`src/rtl/audio_mixer.sv`:
```
// audio_mixer: time-multiplexed CHANNELS-input volume/pan mixer with one
// first-order sigma-delta modulator per stereo side.
// Each clock one channel is scaled by its volume and added to the left
// and/or right frame accumulators. At the end of each frame the sums are
// latched into mixL/mixR, which feed the 1-bit modulators.
module audio_mixer #(
    parameter int CHANNELS = 4,
    parameter int DW       = 6,
    parameter int VW       = 4,
    parameter int AW       = DW + VW + $clog2(CHANNELS)
) (
    input  logic                   clock,
    input  logic                   reset,
    input  logic [CHANNELS*DW-1:0] d,
    input  logic [CHANNELS*VW-1:0] vol,
    input  logic [2*CHANNELS-1:0]  pan,
    input  logic                   mute,
    output logic                   frame,
    output logic [AW-1:0]          mixL,
    output logic [AW-1:0]          mixR,
    output logic [1:0]             audio
);

    localparam int CW = (CHANNELS > 1) ? $clog2(CHANNELS) : 1;
    localparam int PW = DW + VW;
    localparam logic [CW-1:0] LAST_CH = CW'(CHANNELS - 1);

    logic [CW-1:0] ch_r;
    logic [AW-1:0] acc_l_r;
    logic [AW-1:0] acc_r_r;
    logic [AW-1:0] mix_l_r;
    logic [AW-1:0] mix_r_r;
    logic          frame_r;
    logic [AW:0]   sd_l_r;
    logic [AW:0]   sd_r_r;
    logic [1:0]    audio_r;

    logic [DW-1:0] d_sel_s;
    logic [VW-1:0] vol_sel_s;
    logic          pan_l_s;
    logic          pan_r_s;
    logic [PW-1:0] prod_s;
    logic [AW-1:0] add_l_s;
    logic [AW-1:0] add_r_s;
    logic [AW-1:0] sum_l_s;
    logic [AW-1:0] sum_r_s;
    logic          last_s;

    // Select the channel being scanned this cycle and form its scaled contribution.
    always_comb begin
        d_sel_s   = d[int'(ch_r)*DW +: DW];
        vol_sel_s = vol[int'(ch_r)*VW +: VW];
        pan_l_s   = pan[2*int'(ch_r)];
        pan_r_s   = pan[2*int'(ch_r) + 1];
        prod_s    = PW'(d_sel_s) * PW'(vol_sel_s);
        add_l_s   = pan_l_s ? AW'(prod_s) : {AW{1'b0}};
        add_r_s   = pan_r_s ? AW'(prod_s) : {AW{1'b0}};
        sum_l_s   = acc_l_r + add_l_s;
        sum_r_s   = acc_r_r + add_r_s;
        last_s    = (ch_r == LAST_CH);
    end

    // Channel scan, frame accumulation, end-of-frame latching and frame pulse.
    always_ff @(posedge clock or negedge reset) begin
        if (!reset) begin
            ch_r    <= {CW{1'b0}};
            acc_l_r <= {AW{1'b0}};
            acc_r_r <= {AW{1'b0}};
            mix_l_r <= {AW{1'b0}};
            mix_r_r <= {AW{1'b0}};
            frame_r <= 1'b0;
        end else begin
            frame_r <= last_s;
            if (last_s) begin
                // The last channel's contribution is folded in before latching.
                ch_r    <= {CW{1'b0}};
                acc_l_r <= {AW{1'b0}};
                acc_r_r <= {AW{1'b0}};
                mix_l_r <= mute ? {AW{1'b0}} : sum_l_s;
                mix_r_r <= mute ? {AW{1'b0}} : sum_r_s;
            end else begin
                ch_r    <= ch_r + {{(CW-1){1'b0}}, 1'b1};
                acc_l_r <= sum_l_s;
                acc_r_r <= sum_r_s;
            end
        end
    end

    // First-order sigma-delta per side; the carry out of each update becomes the output bit.
    always_ff @(posedge clock or negedge reset) begin
        if (!reset) begin
            sd_l_r  <= {(AW+1){1'b0}};
            sd_r_r  <= {(AW+1){1'b0}};
            audio_r <= 2'b00;
        end else begin
            sd_l_r  <= {1'b0, sd_l_r[AW-1:0]} + {1'b0, mix_l_r};
            sd_r_r  <= {1'b0, sd_r_r[AW-1:0]} + {1'b0, mix_r_r};
            audio_r <= {sd_r_r[AW], sd_l_r[AW]};
        end
    end

    assign frame = frame_r;
    assign mixL  = mix_l_r;
    assign mixR  = mix_r_r;
    assign audio = audio_r;

endmodule

```
`config.mk`:
```
export PLATFORM = sky130hd
export DESIGN_NAME = audio_mixer
export DESIGN_NICKNAME = d
export VERILOG_FILES = /design/src/rtl/audio_mixer.sv
export SDC_FILE = /design/constraint.sdc
export NUM_CORES = 1
export LEC_CHECK = 0
export ABC_AREA = 1
export BUFFER_PORTS_ARGS = -buffer_cell sky130_fd_sc_hd__buf_4
export CORE_MARGIN = 4
export CORE_UTILIZATION = 53
export CTS_CLUSTER_DIAMETER = 100
export CTS_CLUSTER_SIZE = 14
export DETAILED_ROUTE_END_ITERATION = 7
export GPL_TIMING_DRIVEN = 0
export PLACE_DENSITY = 0.77
export SETUP_SLACK_MARGIN = 0.2
export SYNTH_ARGS = -nofsm -noshare
export SYNTH_HDL_FRONTEND = slang
export SYNTH_SLANG_ARGS = --single-unit
export TNS_END_PERCENT = 10
```
`constraint.sdc`:
```
create_clock -name clock -period 4 [get_ports clock]
set_clock_uncertainty 0.15 [all_clocks]
set_input_delay 0.2 -clock clock [delete_from_list [all_inputs] [get_ports clock]]
set_output_delay 0.2 -clock clock [all_outputs]
set_load 0.05 [all_outputs]
```
==> reports/qor.csv, run 1 <==
stage,metric,value,unit
run_status,status,"complete, but fails checks",
run_status,violations,negative setup slack,
cells_and_area,layout.cells.non_filler,1026,
worst_setup_path,crit_chain,buf_6 > buf_6 > a21oi_2 > a32o_2 > buf_6 > nor2_2 > fa_1 > inv_2 > fa_1 > inv_2 > ha_4 > a21oi_4 > nand2_4 > nand3_2 > nand2_2 > xnor2_2 > nor2_2 > ha_4 > nand2_1 > nand2_1 > a21oi_2 > nand4_1 > nand3_1 > nand2_1,
min_path,hold_path_depth,4,
detailed_routing,wl_met2,8300,um
die,start_util,54.0,%
yosys,synth_seq_cells,79,
sta,hold_viol,0,
worst_setup_path,crit_arrival,4.69,ns
yosys,synth.area.top_cells,"dfrtp_1 (34%), nand2_1 (15%), ha_1 (13%), inv_1 (5.8%), nor2_1 (5.3%)",
yosys,yosysTopAreaCell,dfrtp_1,
placement,numPlacedInstances,981,
detailed_routing,drt-initial-drc-count,333,
global_routing,grt_pass1_wl,24400,um
pwr,p_leak,4.17,nW
cells_and_area,antenna_cells,0,
sta,worst_slew_pin_slew,0.990,ns
cts,clk_pin_slew,0.08,ns
yosys,synthAdderAreaFrac,16.7,%
cells_and_area,multi_input_area,0.00417,sq mm
yosys,synth_xor_area_share,4.64,%
detailed_routing,wl_met1,6750,um
sta,relSlewSlack,34.0,%
die,rows,38,
worst_setup_path,r2r_slack,-0.59,ns
yosys,synth_warnings,0,
cts,cts_tree,yes,
yosys,avgSynthCellArea,7.66,sq um
cts,cts_buffers,9,
worst_setup_path,critPathLaunchType,register,
worst_setup_path,cp-end-kind,register,
cells_and_area,seq_area,0.00198,sq mm
detailed_routing,wl_per_cell,15.7,um
detailed_routing,drc,0,
pwr,ir_drop,0.000455,V
detailed_routing,first_pass_iters,5,
cells_and_area,area_growth,34.3,%
detailed_routing,routed_wl,16100,um
global_routing,grt_max_degree,80,
yosys,synthSimpleGateAreaFrac,27.6,%
yosys,seq_area_frac_synth,33.8,%
detailed_routing,met3WireLength,683,um
global_routing,grt_overflow_total,0,
yosys,yosysTopAreaCellShare,33.8,%
cts,clk_path_buf_depth,2,
placement,routabilityCongestion,0.891,
die,fp.dieW,113,um
yosys,netlist_area,0.00586,sq mm
cts,clk_latency,0.36,ns
cts,cts_root_buffer,clkbuf_8,
cells_and_area,n_fill_cell,772,
worst_setup_path,path_max_fanout,5,
min_path,hp-start,mute,
flow_run,max-cap-violations,0,
cts,clock-sinks,79,
die,chipHeight,113,um
worst_setup_path,crit_type,register to register,
worst_setup_path,regToRegEndpoint,mixL[10],
worst_setup_path,r2r.worst_path.cells,24,
worst_setup_path,cp_slowest_stage_delay,0.56,ns
placement,dp.final_hpwl,10800,um
die,io_pins,78,
sta,finalSetupTns,-15.10,ns
sta,post-route-period-util,115,%
yosys,yosysUniqueCellTypes,39,
yosys,synth_fp_nets,886,
min_path,min_to,mixR[11],
worst_setup_path,rr_startpoint,ch_r[0],
sta,whs,0.0311,ns
die,core,0.0108,sq mm
cells_and_area,nets,1004,
sta,maxSlewViolCount,0,
yosys,synth_compound_area_share,8.72,%
global_routing,grt_usage,23.2,%
yosys,synth_top_family_by_area,simple AND/OR/NAND/NOR gates,
yosys,synthMuxAreaShare,0,%
detailed_routing,num_vias,5613,
sta,period_needed,4.59,ns
sta,fmax,218,MHz
die,dieArea,0.0128,sq mm
sta,rsz0062_at_grt,true,
yosys,syn_inst,764,
worst_setup_path,slowest_stage,fa_1,
min_path,hold_path_class,input pin to register,
cts,ctsHtreeMaxLevel,3,
pwr,p_per_area,571,mW/mm^2
detailed_routing,ant_nets,0,
placement,io_buffers,77,
sta,setup_viol,34,
cells_and_area,layout-drive-gt1-share,32.3,%
sta,fin_ws,-0.587,ns
global_routing,antenna_found_initial,0,
detailed_routing,viasPerCell,5.47,
global_routing,grt_pass1_vias,5421,
detailed_routing,highest_layer,met4,
worst_setup_path,cp.required,4.10,ns
[what timing repair did]
item | CTS | global route
setup endpoints to repair | 36 | 36
hold buffers | 1 | 0
hold endpoints to repair | 79 | 0
gates resized for setup | 47 | 120
setup buffers | 14 | 15
pin swaps | 37 | 82
[layout by cell type, fill, tap and decap left out, types with 12 or more instances in the layout]
cell and n:
ha_4 15, dfrtp_1 79, nand3_1 34, ha_1 43, nor2_1 57, nand2_2 22, xor2_1 12, a21oi_2 12
nand3_2 16, nor2_2 14, inv_1 78, o21ai_0 12, inv_2 14, buf_6 12, nand2_1 195, nor2_4 13
a21oi_1 28, buf_4 99
[critical path: cells and delay by family, from the launching register on]
kind	cells	cell delay, ns
adders and majority gates	4	1.61
xor gates and xnor gates	1	0.17
AOI/OAI and AO/OA	4	0.70
DFF	1	0.40
and+or+nand+nor	10	0.93
buffers and inverters	5	0.51
[sequential cells by signal, indices dropped and copies added (netlist names)]
| signal | count |
|---|---|
| ch_r | 2 |
| acc_l_r | 12 |
| sd_l_r | 13 |
| audio | 2 |
| mixR | 12 |
| frame | 1 |
| sd_r_r | 13 |
| acc_r_r | 12 |
| mixL | 12 |
[metrics by stage]
stage	util [%]	instance area, sq um	power, mW	worst slack, ns
2_1_floorplan	-	5950	2.92	-0.130
3_3_place_gp	61.9	6710	3.39	-0.515
3_5_place_dp	61.9	6710	3.47	-0.567
4_1_cts	66.4	7200	4.17	-0.475
5_1_grt	72.5	7860	4.83	-0.787
6_report	72.5	7860	4.49	-0.587
[layer usage]
metal  vias to the layer above  track usage (%)
li1                       2692                -
met1                      2704             30.1
met2                       176             39.8
met3                        41             2.89
met4                         0             8.65
met5                         -                0
[area by class of cell]
| class | instances | share of cell area, % |
|---|---|---|
| multi-input combinational | 576 | 53.0 |
| sequential | 79 | 25.1 |
| timing repair buffer | 107 | 10.7 |
| inverter | 93 | 4.54 |
| tap | 140 | 2.23 |
| buffer | 16 | 1.94 |
| clock buffer | 11 | 1.80 |
| clock inverter | 4 | 0.684 |
[cells by family after synthesis]
kind of cell,count (synthesis)
AO/OA/AOI/OAI,81
XOR/XNOR,31
adder cells (fa/ha/maj),71
buffers and inverters,109
flip-flops,79
AND/OR/NAND/NOR,393
[worst max path at each step]
| stage | endpoint | from | slack, ns | depth (start not counted) |
|---|---|---|---|---|
| after floorplan | acc_l_r[7] | ch_r[0] | -0.13 | 23 |
| after global placement | mixL[9] | ch_r[1] | -0.51 | 23 |
| after detailed placement | acc_r_r[7] | ch_r[1] | -0.57 | 22 |
| after CTS | acc_r_r[7] | ch_r[0] | -0.47 | 23 |
| after global routing | mixR[11] | ch_r[0] | -0.79 | 24 |
| final | mixL[10] | ch_r[0] | -0.59 | 24 |
[power breakdown]
group,switching [mW],internal [mW],leakage [nW],total [mW]
clock network,0.297,0.304,0.0920,0.601
logic,1.62,1.05,3.06,2.67
registers,0.150,1.07,1.01,1.22
total,2.06,2.43,4.17,4.49
[synth_stat cells]
library cell  number
a21boi_0           2
a21o_1             4
a21oi_1           42
a21oi_2            1
a31oi_1            2
a32o_1             9
a32oi_1            2
a32oi_2            1
and2_1             4
buf_1              2
buf_12             2
buf_2              3
buf_4              1
buf_6              4
buf_8              1
clkbuf_1           2
clkbuf_2           1
dfrtp_1           79
fa_1              12
ha_1              59
inv_1             90
inv_2              2
inv_8              1
nand2_1          227
nand2_4            1
nand3_1           52
nand3b_1           3
nand4_1            8
nor2_1            83
nor2_2             1
nor3_1             6
o21a_1             1
o21ai_0           13
o22ai_1            2
o31ai_2            2
or2_1              5
or2_2              3
xnor2_1           17
xor2_1            14
Note: power is estimated with default switching activity, not from simulation.
==> inputs of run 2 (changes only) <==
==> constraint.sdc (replaced) <==
create_clock -name clock -period 4 [get_ports clock]
set_clock_uncertainty 0.15 [all_clocks]
set_input_delay 0 -clock clock [delete_from_list [all_inputs] [get_ports clock]]
set_output_delay 0 -clock clock [all_outputs]
set_load 0.05 [all_outputs]
==> reports/qor.csv, run 2 (synthesized netlist as in run 1, its figures left out) <==
stage,metric,value,unit
sta,fin_ws,-0.591,ns
sta,period_needed,4.59,ns
placement,routabilityCongestion,0.891,
die,start_util,54.0,%
global_routing,grt_max_degree,80,
sta,hold_viol,0,
sta,whs,0.156,ns
die,fp.dieW,113,um
pwr,ir_drop,0.000456,V
worst_setup_path,critPathTopFamily,adder cells,
sta,post-route-period-util,115,%
pwr,clock_power_share,13.4,%
cts,cts_root_buffer,clkbuf_8,
cells_and_area,multi_input_area,0.00417,sq mm
flow_run,max-cap-violations,0,
cts,clk_latency,0.36,ns
detailed_routing,first_pass_iters,5,
worst_setup_path,crit_buf_inv,5,
pwr,swShare,46.0,%
worst_setup_path,crit_type,register to register,
placement,dp.final_hpwl,10800,um
die,io_pins,78,
sta,relSlewSlack,33.7,%
cells_and_area,layout_common_cells,"nand2_1 (195), buf_4 (99), dfrtp_1 (79), inv_1 (78), nor2_1 (57)",
worst_setup_path,regToRegEndpoint,mixL[10],
detailed_routing,wl_met1,6730,um
worst_setup_path,r2r_slack,-0.59,ns
detailed_routing,routed_wl,16200,um
sta,rsz0062_at_grt,true,
worst_setup_path,r2r.worst_path.cells,24,
cells_and_area,antenna_cells,0,
worst_setup_path,crit_chain,buf_6 > buf_6 > a21oi_2 > a32o_2 > buf_6 > nor2_2 > fa_1 > inv_2 > fa_1 > inv_2 > ha_4 > a21oi_4 > nand2_4 > nand3_2 > nand2_2 > xnor2_2 > nor2_2 > ha_4 > nand2_1 > nand2_1 > a21oi_2 > nand4_1 > nand3_1 > nand2_1,
detailed_routing,wl_met2,8290,um
placement,numPlacedInstances,981,
cts,cts_tree,yes,
die,rows,38,
worst_setup_path,cp.required,4.10,ns
placement,io_buffers,77,
worst_setup_path,slowest_stage,fa_1,
cts,clk_path_buf_depth,2,
cells_and_area,layout.cells.non_filler,1027,
worst_setup_path,crit_arrival,4.69,ns
die,dieArea,0.0128,sq mm
sta,maxSlewViolCount,0,
cts,clk_pin_slew,0.09,ns
detailed_routing,viasPerCell,5.47,
die,chipHeight,113,um
pwr,p_int,2.43,mW
pwr,p_per_area,571,mW/mm^2
detailed_routing,num_vias,5617,
run_status,violations,negative setup slack,
global_routing,grt_usage,23.2,%
cells_and_area,n_fill_cell,772,
worst_setup_path,cp-end-kind,register,
pwr,p_comb_share,59.5,%
detailed_routing,met3WireLength,787,um
detailed_routing,ant_nets,0,
cells_and_area,layout-drive-gt1-share,32.2,%
cells_and_area,area_growth,34.4,%
worst_setup_path,rr_startpoint,ch_r[0],
min_path,hold_path_class,input pin to async pin,
worst_setup_path,critPathLaunchType,register,
cts,ctsHtreeMaxLevel,3,
cells_and_area,final_common_cell,nand2_1,
global_routing,grt_overflow_total,0,
detailed_routing,wl_per_cell,15.8,um
pwr,p_sw,2.06,mW
sta,worst_slew_pin_slew,0.994,ns
sta,fmax,218,MHz
detailed_routing,drc,0,
cts,cts_buffers,9,
global_routing,grt_pass1_vias,5422,
pwr,p_leak,4.17,nW
detailed_routing,drt-initial-drc-count,397,
sta,setup_viol,34,
cts,clock-sinks,79,
die,core,0.0108,sq mm
global_routing,antenna_found_initial,0,
cells_and_area,nets,1005,
global_routing,grt_pass1_wl,24400,um
run_status,status,"complete, but fails checks",
detailed_routing,highest_layer,met4,
cells_and_area,seq_area,0.00198,sq mm
worst_setup_path,path_max_fanout,5,
worst_setup_path,cp_slowest_stage_delay,0.56,ns
pwr,power_frac_seq,27.1,%
cells_and_area,reg_top3,"sd_l_r: 13 flops, sd_r_r: 13 flops",
## run 2: cell count changes in the layout (fill, tap and decap cells not counted)
cell,change
dlygate4sd3_1,+1
## run 2: how the worst max path moves through the flow
stage,startpoint,end,cells after the start
CTS,ch_r[0],acc_r_r[7],23
global placement,ch_r[1],mixL[9],23
detailed placement,ch_r[1],acc_r_r[7],22
finish,ch_r[0],mixL[10],24
floorplan,ch_r[0],acc_l_r[7],23
global route,ch_r[0],mixR[11],24
## run 2: power groups by stage
stage / combinational [mW] / sequential (mW) / clock (mW)
2_1_floorplan: 1.46 / 1.46 / 0
4_1_cts: 2.35 / 1.21 / 0.615
3_3_place_gp: 2.18 / 1.21 / 0
5_1_grt: 2.93 / 1.24 / 0.650
3_5_place_dp: 2.25 / 1.22 / 0
6_report: 2.67 / 1.22 / 0.602
## run 2: final cells by class
cell class,instances,share of cell area [%]
clock inverters,4,0.683
clock buffers,11,1.80
inverters,93,4.53
flip-flops and latches,79,25.1
repair buffers,108,10.8
multi-input cells,576,52.9
plain buffers,16,1.94
well taps,140,2.23
## run 2: repair_timing
action | in CTS | in global routing
hold buffers | 2 | 0
setup buffers | 14 | 15
endpoints found under the setup margin | 36 | 36
endpoints found under the hold margin | 83 | 0
resized for setup | 47 | 120
pin swaps | 37 | 82
## run 2: stage by stage
step / area, sq um / util, % / TNS, ns / setup WS [ns] / power [mW]
4_1_cts: 7210 / 66.5 / -12.50 / -0.475 / 4.18
5_1_grt: 7870 / 72.6 / -20.89 / -0.787 / 4.83
6_report: 7870 / 72.6 / -15.14 / -0.591 / 4.49
3_3_place_gp: 6710 / 61.9 / -13.07 / -0.515 / 3.39
2_1_floorplan: 5950 / - / -2.10 / -0.130 / 2.92
3_5_place_dp: 6710 / 61.9 / -14.83 / -0.567 / 3.47
## run 2: metal layers
metal / global-route usage [%] / up-vias
met2: 39.8 / 190
met3: 2.89 / 39
met4: 8.65 / 0
li1: - / 2694
met1: 30.1 / 2694
met5: 0 / -
==> inputs of run 3 (changes only) <==
--- a/config.mk
+++ b/config.mk
@@ -8,12 +8,13 @@
 export ABC_AREA = 1
 export BUFFER_PORTS_ARGS = -buffer_cell sky130_fd_sc_hd__buf_4
 export CORE_MARGIN = 4
-export CORE_UTILIZATION = 53
+export CORE_UTILIZATION = 55
+export CTS_BUF_LIST = sky130_fd_sc_hd__clkbuf_4
 export CTS_CLUSTER_DIAMETER = 100
 export CTS_CLUSTER_SIZE = 14
 export DETAILED_ROUTE_END_ITERATION = 7
 export GPL_TIMING_DRIVEN = 0
-export PLACE_DENSITY = 0.77
+export PLACE_DENSITY = 0.8
 export SETUP_SLACK_MARGIN = 0.2
 export SYNTH_ARGS = -nofsm -noshare
 export SYNTH_HDL_FRONTEND = slang
==> reports/qor.csv, run 3 (synthesized netlist as in run 1, its figures left out) <==
stage,metric,value,unit
sta,maxSlewViolCount,0,
pwr,p_per_area,581,mW/mm^2
cells_and_area,stdcell_area,0.00743,sq mm
cts,cts_buffers,9,
pwr,p_comb_share,58.6,%
run_status,status,"complete, but fails checks",
pwr,swShare,46.1,%
sta,post-route-period-util,112,%
die,chipHeight,111,um
placement,placed_cell_area,0.00670,sq mm
global_routing,grt_max_degree,80,
cells_and_area,reg_top3,"sd_l_r: 13 flops, sd_r_r: 13 flops",
global_routing,grt.met1_usage,30.4,%
die,io_pins,78,
die,fp.dieW,111,um
sta,relSlewSlack,34.5,%
cts,clk_pin_slew,0.14,ns
pwr,power_frac_seq,28.3,%
global_routing,grt_pass1_vias,5591,
worst_setup_path,slowest_stage,fa_1,
run_status,violations,negative setup slack,
cts,clk_latency,0.42,ns
sta,period_needed,4.48,ns
worst_setup_path,cp_slowest_stage_delay,0.51,ns
die,core,0.0104,sq mm
sta,worst_slew_pin_slew,0.982,ns
pwr,p_sw,1.99,mW
global_routing,grt_overflow_total,0,
detailed_routing,first_pass_iters,5,
placement,dp_slack,-0.616,ns
worst_setup_path,critPathLaunchType,register,
cells_and_area,layout-drive-gt1-share,26.3,%
cells_and_area,area_growth,26.9,%
global_routing,busiest_layer,met2,
worst_setup_path,crit_chain,buf_6 > inv_8 > buf_8 > nand2_1 > a32o_2 > or2_1 > fa_2 > fa_1 > inv_2 > fa_2 > nand4_1 > nand3_2 > xnor2_2 > nor2_1 > ha_1 > nand2_1 > nand2_1 > a21boi_1 > nand3_1 > nand2_1 > nand2_1 > nor2_1,
global_routing,grt_use_met3,3.93,%
min_path,hold_path_class,input pin to async pin,
global_routing,grt_usage,24.2,%
cells_and_area,nets,993,
cells_and_area,antenna_cells,0,
global_routing,met2_usage,42.9,%
cells_and_area,utilization,71.6,%
pwr,clock_power_share,13.1,%
worst_setup_path,cp-end-kind,register,
detailed_routing,num_vias,5435,
cells_and_area,layout_common_cells,"nand2_1 (209), buf_4 (93), inv_1 (81), dfrtp_1 (79), nor2_1 (68)",
sta,fin_ws,-0.485,ns
worst_setup_path,cp.required,4.22,ns
detailed_routing,viasPerCell,5.37,
placement,io_buffers,77,
global_routing,grt_pass1_wl,25000,um
placement,routabilityCongestion,0.914,
placement,dp.final_hpwl,11000,um
detailed_routing,drc,0,
detailed_routing,drt-initial-drc-count,432,
sta,rsz0062_at_grt,true,
cts,clock-sinks,79,
pwr,p_leak,3.99,nW
worst_setup_path,crit_type,register to register,
worst_setup_path,crit_path_frequent_cell,nand2_1,
sta,whs,0.107,ns
detailed_routing,routed_wl,15000,um
sta,fmax,223,MHz
pwr,p_int,2.32,mW
detailed_routing,wl_per_cell,14.8,um
global_routing,antenna_found_initial,0,
die,dieArea,0.0124,sq mm
die,start_util,56.5,%
worst_setup_path,crit_arrival,4.70,ns
detailed_routing,ant_nets,0,
pwr,ir_drop,0.000540,V
cts,clk_path_buf_depth,2,
cts,ctsHtreeMaxLevel,3,
die,rows,37,
cells_and_area,final_common_cell,nand2_1,
cts,cts_tree,yes,
cts,cts_root_buffer,clkbuf_4,
flow_run,max-cap-violations,0,
sta,setup_viol,34,
sta,hold_viol,0,
worst_setup_path,path_max_fanout,8,
## run 3: cell types whose count changed in the layout (fill, tap and decap cells not counted), moves of 7 or more
cell | before | now
nor2_1 | 57 | 68
nand2_4 | 11 | 3
nand2_1 | 195 | 209
clkbuf_8 | 10 | 0
clkbuf_4 | 0 | 10
nand3_1 | 34 | 41
nor2_4 | 13 | 5
## run 3: cell type report
class                      count  area (sq um)
sequential                    79          1980
buffer                        16           149
clock buffer                  10          75.1
tap                          136           170
multi-input combinational    576          3860
timing repair buffer          96           742
fill                         803          2940
inverter                      93           357
clock inverter                 6          93.8
## run 3: timing repair
action	4_1_cts	5_1_grt
hold buffers	2	0
setup buffers	12	5
pin swaps	28	22
hold endpoints to repair	99	0
gates resized for setup	39	55
endpoints found under the setup margin	36	36
## run 3: path summary, 6_finish.rpt
check	startpoint	to	slack [ns]	cells past startpoint
max reg2reg	ch_r[0]	acc_r_r[11]	-0.48	22
min reg2reg	sd_l_r[12]	audio[0]	0.23	0
min in group clock	sd_l_r[12]	audio[0]	0.23	0
max	ch_r[0]	acc_r_r[11]	-0.48	22
max in group asynchronous	reset	mixL[6]	2.94	2
min	reset	mixR[8]	0.11	2
## run 3: critical path, delay by kind of cell, from the launching register on
kind	cells	cell delay [ns]
XOR/XNOR	1	0.19
flip-flops	1	0.42
AO/OA/AOI/OAI	2	0.50
buffers and inverters	4	0.40
adder cells (fa/ha/maj)	4	1.68
AND/OR/NAND/NOR	11	1.07
## run 3: power by group through the flow
stage | logic [mW] | registers, mW | clock network, mW
4_1_cts | 2.36 | 1.21 | 0.579
5_1_grt | 2.81 | 1.24 | 0.624
3_5_place_dp | 2.25 | 1.23 | 0
6_report | 2.53 | 1.22 | 0.566
2_1_floorplan | 1.46 | 1.46 | 0
3_3_place_gp | 2.17 | 1.21 | 0
## run 3: routing by layer
| layer | share of wire, % | up-vias |
|---|---|---|
| li1 | - | 2680 |
| met1 | 43 | 2575 |
| met2 | 50 | 143 |
| met3 | 4.5 | 37 |
| met4 | 2.0 | 0 |
| met5 | 0 | - |
## run 3: metrics by stage
step           setup TNS (ns)  cells  power, mW
2_1_floorplan           -2.10    764       2.92
3_3_place_gp           -12.98    977       3.39
3_5_place_dp           -15.63    977       3.48
4_1_cts                -11.73   1007       4.15
5_1_grt                -18.51   1012       4.68
6_report               -12.08   1012       4.31
